## src/rtl/fetch_pkg.sv

```systemverilog
// Shared types and constants for the IF-stage fetch sequencer (fetch_ctrl, fetch_fifo).
package fetch_pkg;

   localparam int unsigned FETCH_WIDTH = 32;
   localparam logic [FETCH_WIDTH-1:0] RESET_PC_DEFAULT = 32'h0000_0000;
   localparam int unsigned PC_INC = 4;

   typedef enum logic [1:0] {
      IDLE,
      REQ,
      WAIT,
      SQUASH
   } fetch_state_t;

   typedef struct packed {
      logic [FETCH_WIDTH-1:0] pc;
      logic [FETCH_WIDTH-1:0] instr;
   } fetch_entry_t;

endpackage

```

## src/rtl/fetch_fifo.sv

```systemverilog
// Synchronous FIFO of {pc,instr} fetch entries with a single-cycle flush and an occupancy count.
module fetch_fifo
   import fetch_pkg::*;
#(
   parameter  int unsigned DEPTH = 2,
   localparam int unsigned AW    = $clog2(DEPTH),
   localparam int unsigned CW    = $clog2(DEPTH + 1)
) (
   input  logic          i_clock,
   input  logic          i_reset_n,
   input  logic          i_flush,
   input  logic          i_push,
   input  fetch_entry_t  i_data,
   input  logic          i_pop,
   output fetch_entry_t  o_data,
   output logic [CW-1:0] o_count
);

   fetch_entry_t  r_mem [DEPTH];
   logic [AW-1:0] r_wr_ptr;
   logic [AW-1:0] r_rd_ptr;
   logic [CW-1:0] r_count;
   logic          w_do_push;
   logic          w_do_pop;

   assign w_do_push = i_push && (r_count != CW'(DEPTH));
   assign w_do_pop  = i_pop && (r_count != '0);

   // NOTE: sequential state uses non-blocking assignments so every flop samples pre-edge values.
   always_ff @(posedge i_clock or negedge i_reset_n) begin
      if (!i_reset_n) begin
         r_wr_ptr <= '0;
         r_rd_ptr <= '0;
         r_count  <= '0;
      end else if (i_flush) begin
         r_wr_ptr <= '0;
         r_rd_ptr <= '0;
         r_count  <= '0;
      end else begin
         if (w_do_push) r_wr_ptr <= r_wr_ptr + AW'(1);
         if (w_do_pop)  r_rd_ptr <= r_rd_ptr + AW'(1);
         r_count <= r_count + CW'(w_do_push) - CW'(w_do_pop);
      end
   end

   // NOTE: storage is not reset; the head output is forced to zero whenever the FIFO is empty.
   always_ff @(posedge i_clock) begin
      if (w_do_push && !i_flush) r_mem[r_wr_ptr] <= i_data;
   end

   assign o_data  = (r_count != '0) ? r_mem[r_rd_ptr] : '0;
   assign o_count = r_count;

endmodule

```

## src/rtl/fetch_ctrl.sv

```systemverilog
// IF-stage sequencer: PC, single-outstanding imem handshake, redirect squash, fetch buffer to ID.
// Define FETCH_PERF_CNT_EN to add saturating stall/flush counters (o_stall_cnt, o_flush_cnt).
module fetch_ctrl
   import fetch_pkg::*;
#(
   parameter int unsigned      WIDTH      = FETCH_WIDTH,
   parameter logic [WIDTH-1:0] RESET_PC   = RESET_PC_DEFAULT,
   parameter int unsigned      FIFO_DEPTH = 2
) (
   input  logic             i_clock,
   input  logic             i_reset_n,
   output logic             o_imem_req,
   output logic [WIDTH-1:0] o_imem_addr,
   input  logic             i_imem_gnt,
   input  logic             i_imem_rvalid,
   input  logic [WIDTH-1:0] i_imem_rdata,
   input  logic             i_redirect,
   input  logic [WIDTH-1:0] i_redirect_pc,
   output logic             o_valid,
   output logic [WIDTH-1:0] o_instr,
   output logic [WIDTH-1:0] o_instr_pc,
   input  logic             i_id_ready
`ifdef FETCH_PERF_CNT_EN
   ,
   output logic [31:0]      o_stall_cnt,
   output logic [31:0]      o_flush_cnt
`endif
);

   localparam int unsigned CW = $clog2(FIFO_DEPTH + 1);

   fetch_state_t     r_state;
   fetch_state_t     w_state_next;
   logic [WIDTH-1:0] r_pc;
   logic [WIDTH-1:0] w_pc_next;
   logic [WIDTH-1:0] r_req_pc;
   logic [WIDTH-1:0] w_req_pc_next;
   logic [CW-1:0]    w_count;
   logic [CW:0]      w_count_next;
   logic             w_space;
   logic             w_push;
   logic             w_pop;
   fetch_entry_t     w_push_entry;
   fetch_entry_t     w_head;

   assign w_push       = (r_state == WAIT) && i_imem_rvalid && !i_redirect;
   assign w_pop        = o_valid && i_id_ready;
   assign w_count_next = {1'b0, w_count} + (CW + 1)'(w_push) - (CW + 1)'(w_pop);
   // Nothing is outstanding whenever w_space is consulted, so the guard reduces to the FIFO count.
   assign w_space      = w_count_next < (CW + 1)'(FIFO_DEPTH);
   assign w_push_entry = '{pc: r_req_pc, instr: i_imem_rdata};

   always_comb begin
      // NOTE: every comb output gets a default first so no path can infer a latch.
      w_state_next  = r_state;
      w_pc_next     = r_pc;
      w_req_pc_next = r_req_pc;
      case (r_state)
         IDLE:    if (w_space) w_state_next = REQ;
         REQ: begin
            if (i_imem_gnt) begin
               w_pc_next     = r_pc + WIDTH'(PC_INC);
               w_req_pc_next = r_pc;
               w_state_next  = WAIT;
            end
         end
         WAIT:    if (i_imem_rvalid) w_state_next = w_space ? REQ : IDLE;
         SQUASH:  if (i_imem_rvalid) w_state_next = REQ;
         default: w_state_next = IDLE;
      endcase

      // A redirect overrides everything; a granted-but-unanswered request must be squashed.
      if (i_redirect) begin
         w_pc_next = {i_redirect_pc[WIDTH-1:2], 2'b00};
         case (r_state)
            REQ:         w_state_next = i_imem_gnt ? SQUASH : REQ;
            WAIT,
            SQUASH:      w_state_next = i_imem_rvalid ? REQ : SQUASH;
            default:     w_state_next = REQ;
         endcase
      end
   end

   always_ff @(posedge i_clock or negedge i_reset_n) begin
      if (!i_reset_n) begin
         r_state  <= IDLE;
         r_pc     <= RESET_PC;
         r_req_pc <= '0;
      end else begin
         r_state  <= w_state_next;
         r_pc     <= w_pc_next;
         r_req_pc <= w_req_pc_next;
      end
   end

   fetch_fifo #(
      .DEPTH (FIFO_DEPTH)
   ) u_fifo (
      .i_clock   (i_clock),
      .i_reset_n (i_reset_n),
      .i_flush   (i_redirect),
      .i_push    (w_push),
      .i_data    (w_push_entry),
      .i_pop     (w_pop),
      .o_data    (w_head),
      .o_count   (w_count)
   );

   assign o_imem_req  = (r_state == REQ);
   assign o_imem_addr = r_pc;
   assign o_valid     = (w_count != '0);
   assign o_instr     = w_head.instr;
   assign o_instr_pc  = w_head.pc;

`ifdef FETCH_PERF_CNT_EN
   logic [31:0] r_stall_cnt;
   logic [31:0] r_flush_cnt;

   always_ff @(posedge i_clock or negedge i_reset_n) begin
      if (!i_reset_n) begin
         r_stall_cnt <= '0;
         r_flush_cnt <= '0;
      end else begin
         if (o_valid && !i_id_ready && (r_stall_cnt != '1)) r_stall_cnt <= r_stall_cnt + 32'd1;
         if (i_redirect && (r_flush_cnt != '1))             r_flush_cnt <= r_flush_cnt + 32'd1;
      end
   end

   assign o_stall_cnt = r_stall_cnt;
   assign o_flush_cnt = r_flush_cnt;
`endif

endmodule
```

## config.mk

```make
export PLATFORM = sky130hd
export DESIGN_NAME = fetch_ctrl
export DESIGN_NICKNAME = d
export VERILOG_FILES = /design/src/rtl/fetch_pkg.sv /design/src/rtl/fetch_fifo.sv /design/src/rtl/fetch_ctrl.sv
export SDC_FILE = /design/constraint.sdc
export NUM_CORES = 1
export LEC_CHECK = 0
export ABC_AREA = 1
export CORE_ASPECT_RATIO = 0.75
export CORE_MARGIN = 10
export CORE_UTILIZATION = 31
export CTS_CLUSTER_SIZE = 24
export DETAILED_ROUTE_END_ITERATION = 10
export PLACE_DENSITY = 0.49
export SETUP_SLACK_MARGIN = 0.1
export SKIP_CTS_REPAIR_TIMING = 1
export SLEW_MARGIN = 20
export SYNTH_ARGS = -nofsm -noshare
export SYNTH_HDL_FRONTEND = slang
export SYNTH_HIERARCHICAL = 1
export SYNTH_SLANG_ARGS = --single-unit
```

## constraint.sdc

```tcl
create_clock -name i_clock -period 7.4 [get_ports i_clock]
set_clock_uncertainty 0.1 [all_clocks]
set_input_delay 1.48 -clock i_clock [delete_from_list [all_inputs] [get_ports i_clock]]
set_output_delay 1.48 -clock i_clock [all_outputs]
set_load 0.01 [all_outputs]
```

Word-level counts from Yosys, hierarchy flattened

Memory sizes are Yosys's and may differ from the RTL's.
Index checks and enable logic that the tools add are counted.

Register bits after elaboration: 70
Memory bits (writable): 128
Input bits: 70
Output and inout port bits: 98
Logic and storage cells: 61
Memories kept: 1

Add/subtract/negate cells: 7
$lt $le $gt $ge: 1
Eq/ne operators: 8
Muxes and demuxes: 21
Reductions and logical operators: 17

Memory list:

| memory       | words | bits a word | rd ports | clocked after memory_dff | wr ports | RTL line         | RTL |
|---|---|---|---|---|---|---|---|
| u_fifo.r_mem | 2     | 64          | 1        | 0                        | 1        | fetch_fifo.sv:19 | `fetch_entry_t r_mem [DEPTH];` |

Operators by type and width:

| operator                                                                | count |
|---|---|
| 32-bit 2-to-1 mux                                                       | 3 |
| 64-bit 2-to-1 mux                                                       | 1 |
| 32-bit by 3-bit adder with 32-bit output, second input constant         | 1 |
| 2-bit 2-to-1 mux                                                        | 8 |
| 2-bit nonzero test                                                      | 5 |
| 3-bit inequality test, second input constant                            | 3 |
| 2-bit case mux with 4 select lines                                      | 1 |
| 1-bit 2-to-1 mux                                                        | 7 |
| 1-bit logical AND                                                       | 6 |
| 2-bit equality test, second input constant                              | 2 |
| 2-bit case mux with 2 select lines                                      | 1 |
| 2-bit AND reduction                                                     | 2 |
| 4-bit AND reduction                                                     | 1 |
| 2-bit by 1-bit adder with 3-bit output                                  | 1 |
| 3-bit by 2-bit < comparator with 1-bit output, second input constant    | 1 |
| 3-bit by 1-bit inequality test with 1-bit output, second input constant | 1 |
| 3-bit by 1-bit subtractor with 3-bit output                             | 1 |
| 1-bit adder, second input constant                                      | 2 |
| 2-bit by 1-bit adder with 2-bit output                                  | 1 |
| 2-bit by 1-bit equality test with 1-bit output, second input constant   | 1 |
| 2-bit logical NOT                                                       | 1 |
| 2-bit inequality test, second input constant                            | 1 |
| 2-bit OR reduction                                                      | 1 |
| 2-bit by 1-bit subtractor with 2-bit output                             | 1 |
| 1-bit logical NOT                                                       | 1 |

Logic depth before layout (Yosys ltp)

Depth in word-level cells: 10
Mapped depth: 13

Modules after synthesis

The synthesis kept the hierarchy.

By module, submodules not included:

| module     | instances | cells each | area an instance (µm²) |
|---|---|---|---|
| fetch_fifo | 1         | 376        | 5346.4 |
| fetch_ctrl | 1         | 488        | 3482.1 |

Worst setup path after synthesis

Ideal clock, no wire load.

Path kind: input to register
Start point: input i_redirect
End point: memory u_fifo/r_mem[1][0] (netlist bit) (enable)
Setup time: 565 ps
Data arrival time: 6506 ps
Required time: 6735 ps
Slack: 229 ps
Stages on the path: 7
Buffers on the path: 2
Path through: buf_2 > inv_1 > buf_2 > nand3_1 > inv_1 > o21ai_2 > nor3_1

Longest elaborated chain between the ends: 6

RTL lines:

| item                                   | RTL line         | RTL |
|---|---|---|
| from (decl)                            | fetch_ctrl.sv:17 | `input logic i_redirect,` |
| 1-bit logical NOT                      | fetch_ctrl.sv:46 | `assign w_push = (r_state == WAIT) && i_imem_rvalid && !i_redirect;` |
| 1-bit logical AND                      | fetch_ctrl.sv:46 |  |
| net w_push                             | fetch_ctrl.sv:41 | `logic w_push;` |
| 1-bit logical AND                      | fetch_fifo.sv:26 | `assign w_do_push = i_push && (r_count != CW'(DEPTH));` |
| 1-bit logical AND                      | fetch_fifo.sv:48 | `if (w_do_push && !i_flush) r_mem[r_wr_ptr] <= i_data;` |
| 1-bit 2-to-1 mux                       | fetch_fifo.sv:48 |  |
| 1-bit 2-to-1 mux (implied by the code) | fetch_fifo.sv:48 |  |
| to (decl)                              | fetch_fifo.sv:19 |  |

The timed path passes the listed nets, and every way through them passes these cells.

Worst setup path after layout

Start point: register u_fifo.r_rd_ptr
End point: output o_instr_pc[16]

Longest elaborated chain between the ends: 2

RTL lines:

| item                   | RTL line         | RTL |
|---|---|---|
| from (decl)            | fetch_fifo.sv:21 | `logic [AW-1:0] r_rd_ptr;` |
| from (signal assigned) | fetch_fifo.sv:41 | `if (w_do_pop) r_rd_ptr <= r_rd_ptr + AW'(1);` |
| memory read 2 x 64 bit | --               |  |
| 64-bit 2-to-1 mux      | fetch_fifo.sv:51 | `assign o_data = (r_count != '0) ? r_mem[r_rd_ptr] : '0;` |
| to (decl)              | fetch_ctrl.sv:21 | `output logic [WIDTH-1:0] o_instr_pc,` |

No other way between the ends.

==> results.toml <==
[power]
ir_drop_mv = 0.157
p_leak_nw = 4.30
cellPowerDensity_nw_per_um2 = 229

[timing]
worst_slew_pin_slew_ps = 1040
fin_hold_ws_ps = 369
setup_tns_ps = 0
slew_headroom = 0.306
slew_viol_final = 0
rsz0062_at_grt = "no"
finalCritPeriodShare = 0.659
finalSetupViolations = 0
fmax_ghz = 0.205
post-route-min-period_ps = 4880
setup_slack_ps = 2520
hold_viol = 0

[global_route]
grt_first_pass_wirelength_um = 36600
grt_max_degree = 68
antenna_found_initial = 0
grt_overflow = 0
first_global_vias = 6102
grtUsageTotal = 0.131

[synthesis]
synth-main-ff-cell = "edfxtp_1"
synthArstFlopShare = 0.340
yosysSeqAreaShare = 0.622
synth_area_per_cell_um2 = 10.2
synth_cell_types = 36
synth_edf_count = 128
synth-seq-cells = 194
syn_area_um2 = 8830
netlist_instances = 864
synth_warnings = 6

[critical_path]
timing.rr.start = "r_state[0]"
crit_slowest_cell = "dfrtp_4"
cp.arrival_ps = 3300
worst-r2r-setup-slack_ps = 4930
worstPathBufferInverterCount = 3
critPathMaxStageDelay_ps = 820
rr_worst_depth = 7
crit_path_end_kind = "output pin"
endpoint = "o_instr_pc[16]"
r2r_end = "o_imem_addr[14]"
cp_cell_sequence = "inv_2 > buf_4 > nand2_1 > a21oi_1 > clkdlybuf4s50_1"
path_class = "reg -> out"
critical_path.max_fanout = 67
crit_path_start = "u_fifo/r_rd_ptr"
cp_data_required_time_ps = 5820
worst_setup_path_start_kind = "flip-flop"
cp_num_cells = 5
cp_top_family = "buffers and inverters"

[run]
cap_viol_max_count = 0

[clock_network]
clock_latency_ps = 430
cts_made_buffers = 17
clkSinkCount = 194
cts_buffer_depth = 2
path_clk_slew_ps = 70
cts_root_buf = "clkbuf_16"
cts-htree-levels = 4
cts_tree = "built"

[cells_and_area]
final_common_cell = "nand2_1"
final_layout_size_suffix_gt1_frac = 0.141
nFillCells = 2775
nets = 1098
insertedDiodeCount = 0
final_core_util = 0.404
fin_cells = 1421
final_cell_mix = "262 x nand2_1, 162 x clkdlybuf4s50_1, 128 x edfxtp_1"
syn_to_final_growth_pct = 28.3

[floorplanning]
core_um2 = 28100
fp.dieW_um = 215
ios = 168
die_h_um = 166
die_area_um2 = 35700
rows = 53
start_util = 0.315

[status]
run_status = "finished clean"

[route]
via_count = 6181
routed_wl_um = 23300
drc = 0
dr.pass1.iters = 4
routed_via_density = 4.35
route.detailed.wl_per_inst_um = 16.4
drtIter0Drc = 427
antenna_left = 0

[placed_design]
place_inst = 1389
place.gp.congestion = 0.846
dp_hpwl_um = 16100
dp_slack_ps = 2830
numPortBuffers = 163

[min_path]
hp-class = "reg -> reg"
cells in the mapped netlist, types with 2 or more instances:
cell	instances	area share
nand2_1	262	0.11
edfxtp_1	128	0.44
inv_1	69	0.029
dfrtp_1	66	0.19
o21ai_0	52	0.029
nand3_1	47	0.027
nor2_1	47	0.020
nand2_2	46	0.033
a21oi_2	40	0.040
a21oi_1	29	0.016
buf_2	12	0.0068
buf_4	6	0.0051
buf_6	6	0.0077
clkbuf_1	6	0.0026
nor2_4	6	0.0077
nor2_2	5	0.0035
buf_12	4	0.0091
ha_1	4	0.0057
nand4_1	4	0.0028
xor2_1	4	0.0040
inv_2	3	0.0013
o211ai_1	3	0.0026
o21bai_1	2	0.0017
per-stage QoR:
stage          instance area, um^2  power [mW]
3_3_place_gp                 10800        1.73
2_1_floorplan                 8850        1.54
5_1_grt                      11300        2.73
4_1_cts                      11300        2.63
6_report                     11300        2.59
3_5_place_dp                 10800        1.73
flip-flops by register name (all words and copies together), names as in the netlist:
signal,flops
r_req_pc,30
r_state,2
o_imem_addr,30
u_fifo/r_mem,128
u_fifo/r_rd_ptr,1
u_fifo/o_count,2
u_fifo/r_wr_ptr,1
how the worst min path moves through the flow:
stage | from | to | slack [ps] | depth (start not counted)
floorplan | r_req_pc[2] | u_fifo/r_mem[0][34] | 340 | 0
global placement | r_req_pc[12] | u_fifo/r_mem[0][44] | 350 | 0
detailed placement | r_req_pc[19] | u_fifo/r_mem[1][51] | 360 | 0
CTS | r_req_pc[19] | u_fifo/r_mem[1][51] | 370 | 0
global route | r_req_pc[12] | u_fifo/r_mem[0][44] | 390 | 0
finish | r_req_pc[19] | u_fifo/r_mem[1][51] | 370 | 0
worst reg2reg max path: stages (launching register included):
cell and delay, ps:
dfrtp_1 400, nand2_2 110, inv_2 60, nand2_2 680, nand2_2 520, inv_1 370, nand2_1 80, nand3_1 90
report_power, final:
group          leakage, nW  switching, mW  internal (mW)
clock                0.278          0.423          0.462
combinational         2.05          0.176          0.144
sequential            1.97          0.104           1.28
kinds of logic after synthesis:
logic type,after synthesis,synth area share
other,1,0.000425
DFF,194,0.622
xor gates and xnor gates,5,0.00496
adders and majority gates,5,0.00794
and+or+nand+nor,422,0.209
AOI/OAI and AO/OA,130,0.0933
buffers and inverters,107,0.0622
routing by layer:
| metal | vias to the layer above | track usage | wire length (um) |
|---|---|---|---|
| met5 | - | 0 | 0 |
| met4 | 0 | 0.0268 | 95 |
| met3 | 5 | 0.0379 | 1250 |
| met2 | 145 | 0.190 | 9880 |
| met1 | 2861 | 0.190 | 12000 |
| li1 | 3170 | - | - |
area by class of cell:
type	count	area (um^2)	area share
Clock buffer	20	457	0.0403
Clock inverter	12	111	0.00983
Inverter	72	270	0.0239
Multi-Input combinational cell	568	2830	0.250
Sequential cell	194	5500	0.485
Tap cell	385	482	0.0425
Timing Repair Buffer	170	1680	0.148
No activity file was read; power rests on OpenSTA's default activity.
